File: config.mk
export PLATFORM = sky130hd
export DESIGN_NAME = ulpi_reg_write_ctrl
export DESIGN_NICKNAME = d
export VERILOG_FILES = /design/src/rtl/ulpi_pkg.sv /design/src/rtl/ulpi_rxcmd_capture.sv /design/src/rtl/ulpi_reg_write_ctrl.sv
export SDC_FILE = /design/constraint.sdc
export NUM_CORES = 1
export LEC_CHECK = 0
export ABC_AREA = 0
export CORE_ASPECT_RATIO = 0.9
export CORE_MARGIN = 2
export CORE_UTILIZATION = 48
export DETAILED_ROUTE_END_ITERATION = 6
export PLACE_DENSITY = 0.79
export SLEW_MARGIN = 40
export SYNTH_ARGS = -nofsm -noshare
export SYNTH_HDL_FRONTEND = slang
export SYNTH_SLANG_ARGS = --single-unit
File: constraint.sdc
create_clock -name CLK -period 2 [get_ports CLK]
set_input_delay 0.6 -clock CLK [delete_from_list [all_inputs] [get_ports CLK]]
set_output_delay 0.6 -clock CLK [all_outputs]
set_load 0.02 [all_outputs]
File: src/rtl/ulpi_pkg.sv
// ---------------------------------------------------------------------------
// ulpi_pkg
// Shared ULPI constants for the link-side register-write engine:
//   - TX CMD prefixes and the NOOP bus value
//   - immediate register addresses used by the bring-up sequencer
//   - engine state encoding
//   - LINESTATE codes carried in RX CMD bits [1:0]
// No ports (package).
// ---------------------------------------------------------------------------
package ulpi_pkg;

  localparam logic [1:0] TXCMD_REGW = 2'b10;
  localparam logic [1:0] TXCMD_REGR = 2'b11;
  localparam logic [7:0] TXCMD_NOOP = 8'h00;

  localparam logic [5:0] REG_FUNC_CTRL = 6'h04;
  localparam logic [5:0] REG_OTG_CTRL  = 6'h0A;

  localparam logic [1:0] LINESTATE_SE0 = 2'b00;
  localparam logic [1:0] LINESTATE_J   = 2'b01;
  localparam logic [1:0] LINESTATE_K   = 2'b10;

  typedef enum logic [2:0] {
    ST_TURN,
    ST_IDLE,
    ST_CMD,
    ST_DATA,
    ST_STOP
  } state_t;

  // TX CMD byte for an immediate register write to 'addr'.
  function automatic logic [7:0] reg_write_cmd(input logic [5:0] addr);
    return {TXCMD_REGW, addr};
  endfunction

endpackage

File: src/rtl/ulpi_rxcmd_capture.sv
// ---------------------------------------------------------------------------
// ulpi_rxcmd_capture
// Tracks the registered ULPI DIR, flags bus turnaround cycles and captures
// RX CMD bytes while the PHY owns the bus.
// Ports:
//   clk, rst        clock, synchronous active-high reset
//   dir, nxt        ULPI DIR / NXT from the PHY
//   data_in         sampled ULPI data
//   turnaround      1 while DIR differs from its registered copy
//   rxcmd_valid     one-cycle pulse after a new RX CMD was captured
//   rxcmd           last RX CMD byte
//   linestate       rxcmd[1:0], held between captures
// ---------------------------------------------------------------------------
module ulpi_rxcmd_capture (
  input  logic       clk,
  input  logic       rst,
  input  logic       dir,
  input  logic       nxt,
  input  logic [7:0] data_in,
  output logic       turnaround,
  output logic       rxcmd_valid,
  output logic [7:0] rxcmd,
  output logic [1:0] linestate
);

  logic dir_q;

  // A byte is an RX CMD only once the PHY has owned the bus for a full
  // cycle (the turnaround cycle carries no valid data) and NXT is low;
  // NXT high marks packet data, which is not this block's business.
  always_ff @(posedge clk) begin
    if (rst) begin
      dir_q       <= 1'b0;
      rxcmd_valid <= 1'b0;
      rxcmd       <= 8'h00;
      linestate   <= 2'b00;
    end else begin
      dir_q       <= dir;
      rxcmd_valid <= 1'b0;
      if (dir && dir_q && !nxt) begin
        rxcmd       <= data_in;
        linestate   <= data_in[1:0];
        rxcmd_valid <= 1'b1;
      end
    end
  end

  assign turnaround = dir ^ dir_q;

endmodule

File: src/rtl/ulpi_reg_write_ctrl.sv
// ---------------------------------------------------------------------------
// ulpi_reg_write_ctrl
// Link-side ULPI register-write engine: takes one write request at a time,
// runs the TX CMD / data / STP handshake under DIR/NXT control, retries the
// write when the PHY grabs the bus, and exports RX CMD / LINESTATE.
// Ports:
//   CLK, RST                     60 MHz ULPI clock, sync active-high reset
//   REQ_VALID/ADDR/DATA/READY    request handshake from the sequencer
//   DONE, ERROR                  one-cycle completion / failure pulses
//   ULPI_DATA_OUT, ULPI_DATA_OE  link-driven data and its output enable
//   ULPI_DATA_IN, ULPI_DIR,
//   ULPI_NXT, ULPI_STP           remaining ULPI PHY pins
//   RXCMD_VALID, RXCMD, LINESTATE  captured RX CMD information
// ---------------------------------------------------------------------------
module ulpi_reg_write_ctrl
  import ulpi_pkg::*;
#(
  parameter int unsigned NXT_TIMEOUT = 255,
  parameter int unsigned RETRY_MAX   = 3
) (
  input  logic       CLK,
  input  logic       RST,
  input  logic       REQ_VALID,
  input  logic [5:0] REQ_ADDR,
  input  logic [7:0] REQ_DATA,
  output logic       REQ_READY,
  output logic       DONE,
  output logic       ERROR,
  output logic [7:0] ULPI_DATA_OUT,
  output logic       ULPI_DATA_OE,
  input  logic [7:0] ULPI_DATA_IN,
  input  logic       ULPI_DIR,
  input  logic       ULPI_NXT,
  output logic       ULPI_STP,
  output logic       RXCMD_VALID,
  output logic [7:0] RXCMD,
  output logic [1:0] LINESTATE
);

  localparam int TMO_W   = (NXT_TIMEOUT < 2) ? 1 : $clog2(NXT_TIMEOUT + 1);
  localparam int RETRY_W = (RETRY_MAX < 1) ? 1 : $clog2(RETRY_MAX + 1);
  localparam logic [TMO_W-1:0]   TMO_LAST  = TMO_W'(NXT_TIMEOUT - 1);
  localparam logic [RETRY_W-1:0] RETRY_LIM = RETRY_W'(RETRY_MAX);

  state_t             state;
  logic [5:0]         addr_q;
  logic [7:0]         data_q;
  logic [TMO_W-1:0]   tmo_cnt;
  logic [RETRY_W-1:0] retry_cnt;
  logic               retry_pending;
  logic               timed_out;
  logic               abort_err;
  logic               turnaround;
  logic               stop_cycle;

  ulpi_rxcmd_capture u_rxcmd (
    .clk        (CLK),
    .rst        (RST),
    .dir        (ULPI_DIR),
    .nxt        (ULPI_NXT),
    .data_in    (ULPI_DATA_IN),
    .turnaround (turnaround),
    .rxcmd_valid(RXCMD_VALID),
    .rxcmd      (RXCMD),
    .linestate  (LINESTATE)
  );

  // Engine FSM. The PHY raising DIR always sends us to TURN, so a DIR
  // falling edge is only ever seen from TURN. An abort either schedules a
  // retry of the latched request (taken when TURN sees DIR low) or, once
  // the retry budget is spent, drops the request with an ERROR pulse on the
  // following cycle. A timeout still issues the STP cycle, flagged as an
  // error instead of a completion.
  always_ff @(posedge CLK) begin
    if (RST) begin
      state         <= ST_TURN;
      addr_q        <= '0;
      data_q        <= '0;
      tmo_cnt       <= '0;
      retry_cnt     <= '0;
      retry_pending <= 1'b0;
      timed_out     <= 1'b0;
      abort_err     <= 1'b0;
    end else begin
      abort_err <= 1'b0;
      case (state)
        ST_TURN: begin
          if (!ULPI_DIR) begin
            if (retry_pending) begin
              retry_pending <= 1'b0;
              tmo_cnt       <= '0;
              state         <= ST_CMD;
            end else begin
              state <= ST_IDLE;
            end
          end
        end
        ST_IDLE: begin
          if (ULPI_DIR) begin
            state <= ST_TURN;
          end else if (REQ_VALID) begin
            addr_q    <= REQ_ADDR;
            data_q    <= REQ_DATA;
            retry_cnt <= '0;
            tmo_cnt   <= '0;
            timed_out <= 1'b0;
            state     <= ST_CMD;
          end
        end
        ST_CMD, ST_DATA: begin
          if (ULPI_DIR) begin
            state <= ST_TURN;
            if (retry_cnt == RETRY_LIM) begin
              abort_err     <= 1'b1;
              retry_pending <= 1'b0;
            end else begin
              retry_cnt     <= retry_cnt + RETRY_W'(1);
              retry_pending <= 1'b1;
            end
          end else if (ULPI_NXT) begin
            tmo_cnt <= '0;
            state   <= (state == ST_CMD) ? ST_DATA : ST_STOP;
          end else if (tmo_cnt == TMO_LAST) begin
            timed_out <= 1'b1;
            state     <= ST_STOP;
          end else begin
            tmo_cnt <= tmo_cnt + TMO_W'(1);
          end
        end
        ST_STOP: begin
          // DIR high here means STP was never driven: treat as an abort,
          // except that an already timed-out request is simply dropped.
          if (ULPI_DIR) begin
            state <= ST_TURN;
            if (timed_out || retry_cnt == RETRY_LIM) begin
              abort_err     <= 1'b1;
              retry_pending <= 1'b0;
              timed_out     <= 1'b0;
            end else begin
              retry_cnt     <= retry_cnt + RETRY_W'(1);
              retry_pending <= 1'b1;
            end
          end else begin
            state <= ST_IDLE;
          end
        end
        default: state <= ST_TURN;
      endcase
    end
  end

  // The link must release the bus in the very cycle DIR is seen high, so
  // the enable and STP are qualified combinationally by DIR.
  assign stop_cycle    = (state == ST_STOP) && !ULPI_DIR;
  assign REQ_READY     = (state == ST_IDLE) && !ULPI_DIR;
  assign ULPI_DATA_OE  = (state != ST_TURN) && !ULPI_DIR && !turnaround;
  assign ULPI_STP      = stop_cycle;
  assign DONE          = stop_cycle && !timed_out;
  assign ERROR         = (stop_cycle && timed_out) || abort_err;

  always_comb begin
    ULPI_DATA_OUT = TXCMD_NOOP;
    case (state)
      ST_CMD:  ULPI_DATA_OUT = reg_write_cmd(addr_q);
      ST_DATA: ULPI_DATA_OUT = data_q;
      default: ULPI_DATA_OUT = TXCMD_NOOP;
    endcase
  end

endmodule

==> results by group, run 1 <==
Global routing
  • Initial antenna violation count: 0
  • First-pass GRT wire length: 8.583 mm
  • Largest net degree at the start of global routing: 19
  • Total gr overflow: 0
  • GRT Overall Usage: 23.43%
  • Grt met3 use: 6.442%
  • Met1 GRT Util: 30.01%
  • Via count of the first global-routing pass: 1,882
  • Top Usage Layer GRT: met2
  • Met2 Track Usage GR: 38.54%

Clock tree
  • TritonCTS Buffers: 5
  • Htree depth: 2
  • Clock Tree Root: clkbuf_8
  • Hold_buf cts: 0
  • Clk buf depth: 2
  • Num Clock Sinks: 40
  • CTS tree: yes
  • Clock insertion delay at the later pin of the skew report: 0.30 ns
  • Clock slew at reported path FFs: 0.08 ns

Pwr
  • PwrDens: 568.6 nW/µm²
  • Overall Power: 1604 µW
  • Maximum VDD drop: 451.2 µV
  • Pleak: 0.001056 µW

Drt
  • Average wire per standard cell: 13.42 µm
  • Drt initial violations: 186
  • DR vias/cell: 5.408
  • Final WL: 4.830 mm
  • Routed Antenna Nets: 0
  • DRC viols: 0
  • DR vias: 1,947
  • Pre-antenna DRT Iters: 4

Floorplanning
  • Die area: 4679 µm²
  • Core Box Area: 4019 µm²
  • Chip width: 71.88 µm
  • I/O Pins: 51
  • Row count: 22
  • Die Ht: 65.10 µm
  • Initial Utilization: 49.53%

STA
  • Worst Skew: 0.007272 ns
  • Hold Vio Cnt, Final: 0
  • Final Cycle Share: 99.17%
  • RSZ-0062 raised after global routing: yes
  • Final WS setup: 0.01652 ns
  • Fin crit period: 1.983 ns
  • Slew Limit Headroom: 76.73%
  • Setup violations, final: 0
  • Final Max Tran Viols: 0
  • TNS Setup: 0 ns
  • Fmax: 0.5042 GHz
  • Tightest Pin Transition: 0.3458 ns

Synth
  • Synthesized instance count: 241
  • Synthesized net count: 272
  • Seq/Total Area, Yosys: 40.23%
  • Post-synth EDFFs: 0
  • Syn Std Cell Area: 1991 µm²
  • Avg Synthesized Cell Area: 8.260 µm²
  • YS warnings: 0
  • Yosys reg bits: 40
  • Fraction of registers with async set/reset: 0%
  • Synth Flop Type: dfxtp_1
  • Number of distinct library cells after synthesis: 47

Critical path
  • Setup CP Type: register to output pin
  • Required time worst endpoint: 1.40 ns
  • Worst R2R Start: state[1]$_SDFFE_PP0P_
  • CP peak stage delay: 0.42 ns
  • Slowest CP cell: or3b_4
  • Worst path arrival time: 1.38 ns
  • Reg2reg setup slack: 0.11 ns
  • Crit path cell chain: or3b_4 > nor2_4 > a21o_1 > buf_6
  • Critical Path End: ERROR
  • Reg2reg path depth: 8
  • CP startpoint kind: register
  • R2r endpoint: retry_cnt[1]$_SDFFE_PP0P_
  • Setup crit end kind: output pin
  • Crit-path max FO: 3
  • CP Launch Point: state[1]$_SDFFE_PP0P_

Layout
  • Area grow syn2layout: 41.73%
  • Most common cell after layout, fill and taps aside: nand2_1
  • Antenna cell count: 0
  • Layout cell share with drive strength beyond 1: 24.04%
  • Sequential cell area: 803.3 µm²
  • Area of the multi-input gates: 1125 µm²
  • Fill cells: 328
  • Most frequent cells in the layout: nand2_1 (48), dfxtp_1 (38), clkdlybuf4s50_1 (36)
  • Final net count: 342

Min path
  • Min-Delay Path Class: register to register

Run
  • Max-cap violations: 0

Place
  • DPL Wire Length: 3.452 mm
  • Place WS: -0.7592 ns
  • Port Buf Inserts: 50
  • Final GP Congestion: 0.9082

Status
  • Status: complete, no violations
## critical path, delay by kind of cell, from the launching register on
kind / cells / cell delay, ns
AOI/OAI and AO/OA: 1 / 0.13
and+or+nand+nor: 2 / 0.51
buffers and inverters: 1 / 0.11
DFF: 1 / 0.33
## cell families after synthesis
| group | after synthesis | share of synthesized area [%] |
|---|---|---|
| simple gates | 106 | 28.16 |
| compound gates | 59 | 18.48 |
| flops | 40 | 40.23 |
| buf+inv | 22 | 5.594 |
| mux | 9 | 4.588 |
| fa+ha+maj | 4 | 2.514 |
| xor+xnor | 1 | 0.4401 |
## cell type report
cell class	instances	area share [%]
clock buffer	6	2.927
clock inverter	2	0.3548
inverter	4	0.5322
multi-input combinational	179	39.87
sequential	40	28.47
tap	48	2.129
timing repair buffer	81	25.72
## repair_timing
action | CTS | global route
pin swaps | 3 | 2
cloned | 0 | 0
setup buffers | 3 | 0
setup endpoints to repair | 23 | 14
resized for setup | 67 | 16
## flip-flops by register name, indices dropped and copies added, names as in the netlist
signal and cells:
abort_err 1, addr_q 6, data_q 8, retry_cnt 2, retry_pending 1, state 3, timed_out 1, tmo_cnt 8
u_rxcmd.dir_q 1, u_rxcmd.rxcmd 8, u_rxcmd.rxcmd_valid 1
## power by group
group,leakage [µW],internal [µW],switching [µW]
sequential,0.000324,811,7.99
combinational,0.000681,127,103
clock,0.0000510,275,281
## metal layers
layer / wire, µm / vias to the layer above / share of wire [%]
met3: 344 / 8 / 7.1
met5: 0 / - / 0
li1: - / 985 / -
met1: 2128 / 884 / 44
met2: 2294 / 70 / 47
met4: 63 / 0 / 1.3
## how the worst min path moves through the flow
stage	endpoint	cells past startpoint	slack, ns	start
5_1_grt	data_q[6]$_SDFFE_PP0P_	2	0.47	data_q[6]$_SDFFE_PP0P_
2_1_floorplan	data_q[6]$_SDFFE_PP0P_	2	0.43	data_q[6]$_SDFFE_PP0P_
6_report	data_q[6]$_SDFFE_PP0P_	2	0.45	data_q[6]$_SDFFE_PP0P_
3_5_place_dp	data_q[6]$_SDFFE_PP0P_	2	0.44	data_q[6]$_SDFFE_PP0P_
4_1_cts	data_q[6]$_SDFFE_PP0P_	2	0.45	data_q[6]$_SDFFE_PP0P_
3_3_place_gp	data_q[6]$_SDFFE_PP0P_	2	0.44	data_q[6]$_SDFFE_PP0P_
## synthesized netlist by cell type, drive strengths merged (2+ instances only)
cell type | instances | area [µm²]
or3b | 3 | 28.78
and3 | 2 | 12.51
dfxtp | 40 | 800.8
o31ai | 7 | 52.55
nand2 | 48 | 180.2
ha | 4 | 50.05
clkbuf | 8 | 30.03
or4 | 7 | 52.55
nand2b | 4 | 25.02
a21o | 2 | 15.01
a21oi | 34 | 170.2
mux2i | 8 | 80.08
inv | 4 | 15.01
o21ai | 5 | 25.02
nor3 | 4 | 20.02
nor2 | 14 | 52.55
nand3 | 3 | 15.01
or3 | 2 | 12.51
a211oi | 4 | 40.03
nand3b | 2 | 15.01
nor2b | 6 | 37.54
buf | 10 | 66.31
o211ai | 2 | 20.02
nor3b | 2 | 15.01
## per-stage QoR
| step | instances | hold slack (ns) | util, % | area [µm²] |
|---|---|---|---|---|
| after floorplan | 241 | 0.4319 | - | 1993 |
| after global placement | 349 | 0.4375 | 67.00 | 2693 |
| after detailed placement | 349 | 0.4421 | 67.00 | 2693 |
| after CTS | 360 | 0.4524 | 70.05 | 2815 |
| after global routing | 360 | 0.4747 | 70.21 | 2821 |
| final | 360 | 0.4519 | 70.21 | 2821 |
(Power assumes the default switching activity.)
==> run 2: changes to the inputs <==
--- a/config.mk
+++ b/config.mk
@@ -15,3 +15,4 @@
 export SYNTH_ARGS = -nofsm -noshare
 export SYNTH_HDL_FRONTEND = slang
 export SYNTH_SLANG_ARGS = --single-unit
+export TNS_END_PERCENT = 100
==> results of run 2 <==
The final DEF is identical to that of run 1; final timing and power are the same.
==> run 3: changes to the inputs <==
--- a/config.mk
+++ b/config.mk
@@ -11,8 +11,8 @@
 export CORE_UTILIZATION = 48
 export DETAILED_ROUTE_END_ITERATION = 6
 export PLACE_DENSITY = 0.79
+export REMOVE_ABC_BUFFERS = 1
 export SLEW_MARGIN = 40
 export SYNTH_ARGS = -nofsm -noshare
 export SYNTH_HDL_FRONTEND = slang
 export SYNTH_SLANG_ARGS = --single-unit
-export TNS_END_PERCENT = 100
==> run 3 against run 2 <==
Fmax is 0.47% higher. Clock power decreased by 2%. Hold slack gained 0.0022 ns. Sequential cell count unchanged. Utilization is 0.72 points higher. Clock skew decreased by 0.0032 ns. Sequential power hardly changed. Final cell count rose by 1.7%. Critical endpoint unchanged. First-iteration DRC count decreased by 18%. Global-route usage up 1.1 points. Sequential share of layout area shrank 0.29 points. Die area unchanged.
==> results by group, run 3 (synthesized netlist as in run 1, its figures left out) <==
Status
  • Status: complete, no violations

Drt
  • DR vias/cell: 5.473 (+1.2%)
  • DRC viols: 0 (unchanged)
  • Routed Antenna Nets: 0 (unchanged)
  • Pre-antenna DRT Iters: 4 (unchanged)
  • Drt initial violations: 152 (-18%)
  • DR vias: 2,003 (+2.9%)
  • Final WL: 5.227 mm (+8.2%)
  • Average wire per standard cell: 14.28 µm (+6.4%)

STA
  • Slew Limit Headroom: 71.03% (-5.7 points)
  • Fin crit period: 1.974 ns (-0.009231 ns)
  • RSZ-0062 raised after global routing: yes
  • Setup violations, final: 0 (unchanged)
  • Tightest Pin Transition: 0.4345 ns (+0.08871 ns)
  • Final Max Tran Viols: 0 (unchanged)
  • TNS Setup: 0 ns (unchanged)
  • Final hold slack: 0.4542 ns (+0.002227 ns)
  • Hold Vio Cnt, Final: 0 (unchanged)
  • Final WS setup: 0.02575 ns (+0.009231 ns)
  • Fmax: 0.5065 GHz (+0.47%)
  • Worst Skew: 0.004033 ns (-0.003238 ns)
  • Final Cycle Share: 98.71% (-0.46 points)

Critical path
  • CP startpoint kind: register
  • Setup crit end kind: output pin
  • R2r endpoint: retry_cnt[1]$_SDFFE_PP0P_
  • Reg2reg path depth: 8 (unchanged)
  • Worst R2R Start: state[1]$_SDFFE_PP0P_
  • Setup CP Type: register to output pin
  • Crit-path max FO: 3 (unchanged)
  • Worst path arrival time: 1.37 ns (about the same)
  • Required time worst endpoint: 1.40 ns (about the same)
  • Reg2reg setup slack: 0.08 ns (-0.03 ns)

Layout
  • Most common cell after layout, fill and taps aside: nand2_1
  • Post-layout util: 70.92% (+0.72 points)
  • Final net count: 348 (+1.8%)
  • Antenna cell count: 0 (unchanged)
  • Fill cells: 340 (+3.7%)
  • Layout cell share with drive strength beyond 1: 24.84% (+0.80 points)
  • Area grow syn2layout: 43.18%
  • Top flop regs: data_q (8), tmo_cnt (8), u_rxcmd.rxcmd (8)
  • Post-Layout Cell Count: 366 (+1.7%)
  • Most frequent cells in the layout: nand2_1 (48), dfxtp_1 (38), clkdlybuf4s50_1 (36)

Floorplanning
  • Chip width: 71.88 µm (unchanged)
  • Row count: 22 (unchanged)
  • Die area: 4679 µm² (unchanged)
  • I/O Pins: 51 (unchanged)
  • Initial Utilization: 49.53% (unchanged)
  • Die Ht: 65.10 µm (unchanged)
  • Core Box Area: 4019 µm² (unchanged)

Clock tree
  • Clock slew at reported path FFs: 0.07 ns (about the same)
  • Hold_buf cts: 0 (unchanged)
  • Htree depth: 2 (unchanged)
  • TritonCTS Buffers: 5 (unchanged)
  • CTS tree: yes
  • Clk buf depth: 2 (unchanged)
  • Clock insertion delay at the later pin of the skew report: 0.29 ns (about the same)
  • Clock Tree Root: clkbuf_8
  • Num Clock Sinks: 40 (unchanged)

Place
  • Placed insts: 350 (+0.29%)
  • Place WS: -0.7664 ns (-0.007182 ns)
  • Port Buf Inserts: 50 (unchanged)
  • Final GP Congestion: 0.8526 (-6.1%)
  • DPL Wire Length: 3.483 mm (+0.89%)

Pwr
  • Maximum VDD drop: 369.8 µV (-18%)
  • Pleak: 0.001073 µW (+1.7%)
  • PwrDens: 560.0 nW/µm² (-1.5%)

Global routing
  • Largest net degree at the start of global routing: 25 (+6)
  • First-pass GRT wire length: 8.928 mm (+4.0%)
  • GRT Overall Usage: 24.49% (+1.1 points)
  • Met2 Track Usage GR: 37.85% (-0.69 points)
  • Initial antenna violation count: 0 (unchanged)
  • Met1 GRT Util: 32.18% (+2.2 points)
  • Via count of the first global-routing pass: 1,949 (+3.6%)
  • Total gr overflow: 0 (unchanged)
  • Top Usage Layer GRT: met2
  • Grt met3 use: 4.601% (-1.8 points)

Run
  • Max-cap violations: 0 (unchanged)

Min path
  • Min-Delay Path Class: register to register
  • Hold EP: data_q[3]$_SDFFE_PP0P_
  • Hold_sp: data_q[3]$_SDFFE_PP0P_
  • WHS Path Cells: 2 (unchanged)
==> run 3: cell count changes in the layout (fill, tap and decap cells not counted), sizes merged <==
cell / before / now
clkbuf: 6 / 12
==> run 3: critical path, stage by stage, from the launching register on <==
cell and delay (ns):
dfxtp_2 0.33, or3b_4 0.42, nor2_4 0.10, a21o_1 0.13, buf_6 0.11
==> run 3: how the worst max path moves through the flow <==
stage                          startpoint      endpoint  slack, ns
floorplan           state[2]$_SDFFE_PP0P_         ERROR      -0.25
global placement                 ULPI_DIR  ULPI_DATA_OE      -0.79
detailed placement               ULPI_DIR  ULPI_DATA_OE      -0.77
CTS                              ULPI_DIR  ULPI_DATA_OE     -0.003
global route        state[1]$_SDFFE_PP0P_         ERROR      -0.03
finish              state[1]$_SDFFE_PP0P_         ERROR       0.03
==> run 3: report_power, final <==
| group | switching (µW) | total (µW) | internal [µW] |
|---|---|---|---|
| clock network | 272 | 547 | 275 |
| logic | 103 | 230 | 127 |
| registers | 8.59 | 820 | 811 |
==> run 3: timing repair <==
item,4_1_cts,5_1_grt
resized for setup,58,20
setup buffers,7,1
endpoints found under the setup margin,24,18
pin swaps,3,1
==> run 3: stage by stage <==
step                area (µm²)  power, µW
floorplan                 1894      914.0
global placement          2673       1037
detailed placement        2673       1040
CTS                       2855       1603
global route              2850       1663
finish                    2850       1596
==> run 3: cell type report <==
class,instances,area [µm²],area share [%]
clock inverters,2,10.01,0.3512
well taps,48,60.06,2.107
multi-input cells,179,1127,39.55
clock buffers,6,82.58,2.897
flip-flops and latches,40,803.3,28.18
repair buffers,87,752.0,26.38
inverters,4,15.01,0.5268
==> run 3: layer usage <==
layer  share of wire (%)  vias to the layer above
li1                    -                      994
met3                 6.9                       21
met5                   0                        -
met4                 3.5                        0
met1                  43                      901
met2                  47                       87
